[src/rtl/rtc_read_sweep.sv]
// Periodic read sweep of the nine RTC time/timer registers over the RTC bus.
// Captured values are held as BCD bytes; hour registers are masked per 12/24 h mode.
module rtc_read_sweep #(
    parameter int unsigned REFRESH_CYCLES = 100_000,
    parameter int unsigned TIMEOUT_CYCLES = 64,
    parameter logic [7:0]  ADDR_TIME      = 8'h21,
    parameter logic [7:0]  ADDR_TMR       = 8'h41
) (
    input  logic       clk,
    input  logic       reset,
    input  logic       prog_active,
    input  logic       SF_24_12,
    input  logic       rd_ack,
    input  logic [7:0] rd_data,
    output logic       rd_req,
    output logic [7:0] rd_addr,
    output logic [7:0] seg,
    output logic [7:0] min,
    output logic [7:0] hora,
    output logic [7:0] day,
    output logic [7:0] month,
    output logic [7:0] year,
    output logic [7:0] seg_t,
    output logic [7:0] min_t,
    output logic [7:0] hora_t,
    output logic       SF_AM_PM,
    output logic       sweep_done,
    output logic       rd_err,
    output logic [2:0] fsm_state
);
    localparam int unsigned TICK_W = $clog2(REFRESH_CYCLES + 1);
    localparam int unsigned TMO_W  = $clog2(TIMEOUT_CYCLES + 1);
    localparam logic [TICK_W-1:0] TICK_LAST = TICK_W'(REFRESH_CYCLES - 1);
    localparam logic [TMO_W-1:0]  TMO_LAST  = TMO_W'(TIMEOUT_CYCLES - 1);
    localparam logic [3:0]        LAST_IDX  = 4'd8;

    typedef enum logic [2:0] {
        S_IDLE = 3'd0,
        S_REQ  = 3'd1,
        S_WAIT = 3'd2,
        S_NEXT = 3'd3,
        S_DONE = 3'd4
    } state_t;

    state_t            state;
    state_t            state_next;
    logic [TICK_W-1:0] tick_cnt;
    logic [TMO_W-1:0]  tmo_cnt;
    logic [3:0]        index;
    logic              tick;
    logic              start;
    logic              capture;
    logic              timeout;
    logic [7:0]        addr;
    logic [7:0]        hour_val;

    assign tick       = (tick_cnt == TICK_LAST);
    assign fsm_state  = state;
    assign sweep_done = (state == S_DONE);

    // Handshake: rd_req is held with a stable rd_addr until the cycle in which rd_ack
    // is sampled high (rd_data valid in that same cycle) or the timeout expires.
    always_comb begin
        addr = ADDR_TIME + {4'b0000, index};
        if (index >= 4'd6) begin
            addr = ADDR_TMR + {4'b0000, index - 4'd6};
        end
    end

    always_comb begin
        hour_val = {2'b00, rd_data[5:0]};
        if (SF_24_12) begin
            hour_val = {3'b000, rd_data[4:0]};
        end
    end

    always_ff @(posedge clk or negedge reset) begin
        if (!reset) begin
            state <= S_IDLE;
        end else begin
            state <= state_next;
        end
    end

    always_comb begin
        state_next = state;
        start      = 1'b0;
        capture    = 1'b0;
        timeout    = 1'b0;
        case (state)
            S_IDLE: begin
                if (tick && !prog_active) begin
                    start      = 1'b1;
                    state_next = S_REQ;
                end
            end
            S_REQ: begin
                state_next = S_WAIT;
            end
            S_WAIT: begin
                // An ack on the final allowed cycle still counts as a good read.
                if (rd_ack) begin
                    capture    = 1'b1;
                    state_next = S_NEXT;
                end else if (tmo_cnt == TMO_LAST) begin
                    timeout    = 1'b1;
                    state_next = S_NEXT;
                end
            end
            S_NEXT: begin
                if (index == LAST_IDX) begin
                    state_next = S_DONE;
                end else if (prog_active) begin
                    state_next = S_IDLE;
                end else begin
                    state_next = S_REQ;
                end
            end
            S_DONE: begin
                state_next = S_IDLE;
            end
            default: begin
                state_next = S_IDLE;
            end
        endcase
    end

    always_ff @(posedge clk or negedge reset) begin
        if (!reset) begin
            tick_cnt <= '0;
        end else if (tick) begin
            tick_cnt <= '0;
        end else begin
            tick_cnt <= tick_cnt + 1'b1;
        end
    end

    always_ff @(posedge clk or negedge reset) begin
        if (!reset) begin
            rd_req  <= 1'b0;
            rd_addr <= 8'h00;
            tmo_cnt <= '0;
            index   <= 4'd0;
            rd_err  <= 1'b0;
        end else begin
            if (state == S_REQ) begin
                rd_req  <= 1'b1;
                rd_addr <= addr;
                tmo_cnt <= '0;
            end else if (capture || timeout) begin
                rd_req <= 1'b0;
            end else if (state == S_WAIT) begin
                tmo_cnt <= tmo_cnt + 1'b1;
            end

            if (start) begin
                rd_err <= 1'b0;
            end else if (timeout) begin
                rd_err <= 1'b1;
            end

            if (start || state == S_DONE) begin
                index <= 4'd0;
            end else if (state == S_NEXT && index != LAST_IDX) begin
                index <= prog_active ? 4'd0 : index + 4'd1;
            end
        end
    end

    always_ff @(posedge clk or negedge reset) begin
        if (!reset) begin
            seg      <= 8'h00;
            min      <= 8'h00;
            hora     <= 8'h00;
            day      <= 8'h00;
            month    <= 8'h00;
            year     <= 8'h00;
            seg_t    <= 8'h00;
            min_t    <= 8'h00;
            hora_t   <= 8'h00;
            SF_AM_PM <= 1'b0;
        end else if (capture) begin
            case (index)
                4'd0: seg   <= rd_data;
                4'd1: min   <= rd_data;
                4'd2: begin
                    hora     <= hour_val;
                    SF_AM_PM <= SF_24_12 & rd_data[5];
                end
                4'd3: day    <= rd_data;
                4'd4: month  <= rd_data;
                4'd5: year   <= rd_data;
                4'd6: seg_t  <= rd_data;
                4'd7: min_t  <= rd_data;
                4'd8: hora_t <= hour_val;
                default: ;
            endcase
        end
    end
endmodule

[config.mk]
export PLATFORM = sky130hd
export DESIGN_NAME = rtc_read_sweep
export DESIGN_NICKNAME = d
export VERILOG_FILES = /design/src/rtl/rtc_read_sweep.sv
export SDC_FILE = /design/constraint.sdc
export NUM_CORES = 1
export LEC_CHECK = 0
export CORE_ASPECT_RATIO = 0.75
export CORE_MARGIN = 8
export CORE_UTILIZATION = 51
export DETAILED_ROUTE_END_ITERATION = 7
export HOLD_SLACK_MARGIN = 0.03
export PLACE_DENSITY = 0.88
export SYNTH_ARGS = -nofsm -noshare
export SYNTH_HDL_FRONTEND = slang
export SYNTH_SLANG_ARGS = --single-unit
[constraint.sdc]
create_clock -name clk -period 2.2 [get_ports clk]
set_clock_uncertainty 0.05 [all_clocks]
set_input_delay 0.44 -clock clk [delete_from_list [all_inputs] [get_ports clk]]
set_output_delay 0.44 -clock clk [all_outputs]
set_load 0.02 [all_outputs]
### Yosys cells after proc, flatten, opt, wreduce, memory -nomap -nowiden

Index checks and enable logic that the tools add are counted.

* flip-flop bits (word level): 114
* input port bits: 13
* output and inout bits: 87

* reductions and logical operators: 22
* mux-type cells: 26
* bitwise operators: 1
* add/subtract/negate cells: 6
* equality and inequality tests: 18
* magnitude comparators: 1

Operators by type and width (count)
* AND reduction 2 bit: 11
* 2-to-1 mux 7 bit: 3
* adder 17 x 1 -> 17 bit, second input constant: 1
* equality test 17 bit, second input constant: 1
* 2-to-1 mux 17 bit: 1
* equality test 4 x 3 -> 1 bit, second input constant: 4
* 2-to-1 mux 1 bit: 12
* 2-to-1 mux 3 bit: 4
* 2-to-1 mux 4 bit: 3
* one-hot mux 3 bit (4 select lines): 1
* adder 7 x 4 -> 8 bit, first input constant: 1
* equality test 4 x 2 -> 1 bit, second input constant: 2
* 2-to-1 mux 8 bit: 1
* nonzero test 2 bit: 4
* adder 6 x 4 -> 7 bit, first input constant: 1
* adder 7 x 1 -> 7 bit, second input constant: 1
* equality test 7 x 6 -> 1 bit, second input constant: 1
* equality test 3 x 2 -> 1 bit, second input constant: 2
* 2-to-1 mux 6 bit: 1
* adder 4 x 1 -> 4 bit, second input constant: 1
* equality test 4 x 1 -> 1 bit, second input constant: 1
* equality test 4 bit, second input constant: 1
* >= comparator 4 x 3 -> 1 bit, second input constant: 1
* zero test 4 bit: 1
* 11 further kinds: 14

### Logic depth before layout (Yosys ltp)

* depth in word-level cells: 7
* depth in mapped cells: 7
* gate-level depth less buffers: 7

### Worst setup path before layout

OpenSTA, ideal clock, no wires.

* path kind: reg-to-reg
* start point: register state[0], in the netlist fsm_state[0]
* end point: register hora[0]
* buffers on the path: 2
* required time: 2025 ps
* period minus slack after synthesis: 1978 ps
* path slack: 222 ps
* cell stages (with the launch flop): 6
* arrival time: 1803 ps
* library setup time: 125 ps
* cells stage by stage: dfrtp_1 buf_6 nand4bb_4 or4b_1 buf_4 mux2_4

* cells in the longest elaborated chain, start to end: 3

Ends and longest elaborated chain
* start, declared: RTL line 45 `state_t state;`
* start signal, assigned: RTL line 81 `state <= state_next;`
* equality test 3 x 2 -> 1 bit: RTL line 90 `case (state)`
* 2-to-1 mux 1 bit: RTL line 90
* AND reduction 2 bit (no source line)
* end signal, assigned: RTL line 187 `hora <= hour_val;`
* end, declared: RTL line 19 `output logic [7:0] hora,`

Every way passes these cells.
A chain may end at the register's enable or synchronous reset.

### Worst setup path in the final report

* start point: register index[1]
* end point: register hora[1]

* cells in the longest elaborated chain, start to end: 2

Ends and longest elaborated chain
* start, declared: RTL line 49 `logic [3:0] index;`
* start signal, assigned: RTL line 165 `index <= prog_active ? 4'd0 : index + 4'd1;`
* equality test 4 x 2 -> 1 bit: RTL line 183 `case (index)`
* AND reduction 2 bit (no source line)

Every way passes these cells.

==> impl_metrics.tcl <==
set metrics [dict create \
    status "completed" \
    dpl_cell_area_um2 5930 \
    numPortBuffers 94 \
    tritoncts "built" \
    synthDistinctLibCells 51 \
    ant_nets 0 \
    slew_headroom 0.624 \
    timing.final.ws_setup_ns 0.180 \
    grt_max_degree 46 \
    post_cts_buffers 0 \
    finalCritPeriodShare 0.918 \
    synth_top_area_share 0.572 \
    synth.avg_cell_area_um2 12.8 \
    dr.first_iter.drc_count 191 \
    antenna_found_initial 0 \
    rsz0062_at_grt "false" \
    cp.required_ns 2.37 \
    n_antenna_cell 0 \
    p_leak_nw 2.85 \
    maxCapViolCount 0 \
    clk_latency_ns 0.34 \
    worstPathMaxFanout 9 \
    crit_arrival_ns 2.19 \
    wl_per_cell_um 18.8 \
    ys_seq_area_frac 0.572 \
    synthTopCellsByArea "dfrtp_1 57%, mux2_2 14%, ha_1 2.1%" \
    detail_route.wirelength_mm 11.6 \
    slew_viol_final 0 \
    setup_viol_count_final 0 \
    ys.flop_type "dfrtp_1" \
    worstSetupPathType "reg2reg" \
    peakVddDrop_mv 1.05 \
    syn_inst 372 \
    core_region_area_um2 9080 \
    end_kind "flip-flop" \
    pre_cts_slack_ns -0.102 \
    rows 30 \
    cts-root-buf "clkbuf_16" \
    fmax_mhz 495 \
    via_per_inst 5.38 \
    initial_core_util 0.525 \
    drive_gt1_frac 0.235 \
    final_area_um2 6260 \
    start_kind "flip-flop" \
    cellPowerDensity_nw_per_um2 1280 \
    grt-ovfl-total 0 \
    grt_pass1_wl_mm 18.4 \
    dp_hpwl_mm 8.31 \
    synth_edf_count 0 \
    syn_area_um2 4770 \
    globalplace.congestion 0.834 \
    ys_warn_count 0 \
    min_path_type "reg2reg" \
    clkPwrFrac 0.211 \
    period_needed_ns 2.02 \
    fill_cells 634 \
    finalHoldViolCount 0 \
    vias 3321 \
    cts_max_level 3 \
    cts_buffers 9 \
    ios 100 \
    grt_pass1_vias 3500 \
    p_sw_mw 2.76 \
    area_growth_pct 31.2 \
    p_int_mw 5.26 \
    ys_ff_latch 109 \
    drc_errors 0 \
    grt_usage 0.185 \
    pwr-share-comb 0.415 \
    die-area_um2 12700 \
    p_sw_frac 0.344 \
    cts_sinks 109 \
    power_frac_seq 0.374 \
    die-height_um 99.7 \
    finalNetCount 505 \
    post-route-util 0.689 \
    async_reset_ff_frac 1.00 \
    yosys.area.top_type "dfrtp_1" \
    cts.clk_slew.worst_paths_ns 0.07 \
    die_x_um 128 \
    worst_pin_slew_ns 0.561 \
    fin_hold_ws_ns 0.431 \
    dr.pass1.iters 4 \
    clk_path_buf_depth 2 \
]
## sequential cells by signal, summed over array words and instances (netlist names), 3 cells and up
name and cells:
year 8, min_t 8, hora 6, min 8
tmo_cnt 7, seg 8, index 4, rd_addr 7
hora_t 6, fsm_state 3, month 8, seg_t 8
tick_cnt 17, day 8
## cell usage in the layout, fill, tap and decap left out, drive strengths merged, types with 4 or more instances in the layout
cell,instances
xor2,11
nand3b,4
nand2,27
dfrtp,109
inv,7
nor3,10
and4,6
buf,18
xnor2,7
clkbuf,9
nor2,17
conb,5
mux2,68
nand3,8
nand4,6
o21ai,12
clkdlybuf4s50,92
a21oi,11
nand2b,6
ha,8
## power by group through the flow
stage | clock network (mW) | registers [mW] | logic, mW
finish | 1.69 | 3.00 | 3.33
global route | 1.79 | 3.08 | 3.54
CTS | 1.71 | 3.00 | 3.38
detailed placement | 0 | 3.01 | 3.34
global placement | 0 | 2.97 | 3.25
floorplan | 0 | 3.64 | 1.09
## worst paths after layout
| check | from | end | slack, ns | cells past startpoint |
|---|---|---|---|---|
| min in group asynchronous | reset | hora_t[3]$_DFFE_PN0P_ | 0.49 | 2 |
| max | index[1]$_DFFE_PN0P_ | hora[1]$_DFFE_PN0P_ | 0.18 | 4 |
| min | tick_cnt[0]$_DFF_PN0_ | tick_cnt[0]$_DFF_PN0_ | 0.43 | 1 |
| min reg2reg | tick_cnt[0]$_DFF_PN0_ | tick_cnt[0]$_DFF_PN0_ | 0.43 | 1 |
| max in group asynchronous | reset | fsm_state[2]$_DFFE_PN0P_ | 0.99 | 3 |
| max reg2reg | index[1]$_DFFE_PN0P_ | hora[1]$_DFFE_PN0P_ | 0.18 | 4 |
## routing by layer
| metal | share of wire | global-route usage | up-vias | wire (um) |
|---|---|---|---|---|
| li1 | - | - | 1525 | - |
| met1 | 0.43 | 0.222 | 1687 | 5040 |
| met2 | 0.50 | 0.316 | 100 | 5820 |
| met3 | 0.052 | 0.0518 | 9 | 603 |
| met4 | 0.012 | 0.0592 | 0 | 136 |
| met5 | 0 | 0 | - | 0 |
## layout make-up
type                            count  area [um^2]  share of cell area
Multi-Input combinational cell    245         1940               0.310
Clock buffer                        9          225              0.0360
Timing Repair Buffer              112         1090               0.174
Sequential cell                   109         2730               0.436
Clock inverter                      7         90.1              0.0144
Tap cell                          128          160              0.0256
Inverter                            7         26.3             0.00420
## per-stage QoR
stage,setup TNS [ns],instances,power [mW]
2_1_floorplan,0,376,4.72
3_3_place_gp,-0.662,600,6.22
3_5_place_dp,-3.38,600,6.35
4_1_cts,0,617,8.08
5_1_grt,0,617,8.41
6_report,0,617,8.02
## cell families (layout without fill, tap and decap cells)
| kind of cell | Yosys count | in the layout | synth area share |
|---|---|---|---|
| muxes | 70 | 70 | 0.170 |
| other | 1 | 5 | 0.000787 |
| buffers and inverters | 22 | 135 | 0.0244 |
| adders and majority gates | 8 | 8 | 0.0210 |
| and+or+nand+nor | 107 | 107 | 0.132 |
| DFF | 109 | 109 | 0.572 |
| AOI/OAI and AO/OA | 37 | 37 | 0.0472 |
| xor gates and xnor gates | 18 | 18 | 0.0331 |
## worst max-delay path, stage by stage (launching register included)
cell and delay (ns):
dfrtp_1 0.52, ha_1 0.36, or4b_1 0.47, buf_4 0.20
mux2_4 0.30
## synth_stat cells (8+ instances only)
| cell | instances |
|---|---|
| nor3_1 | 10 |
| nand3_1 | 8 |
| dfrtp_1 | 109 |
| mux2_2 | 59 |
| nand2_1 | 20 |
| xor2_1 | 11 |
| a21oi_1 | 11 |
| o21ai_0 | 11 |
| ha_1 | 8 |
| nor2_1 | 17 |
## repair_timing
action	in CTS	in global routing
endpoints found under the hold margin	22	0
setup endpoints to repair	1	0
gates resized for setup	2	0
hold buffers	1	0
Note: power is estimated with default switching activity, not from simulation.
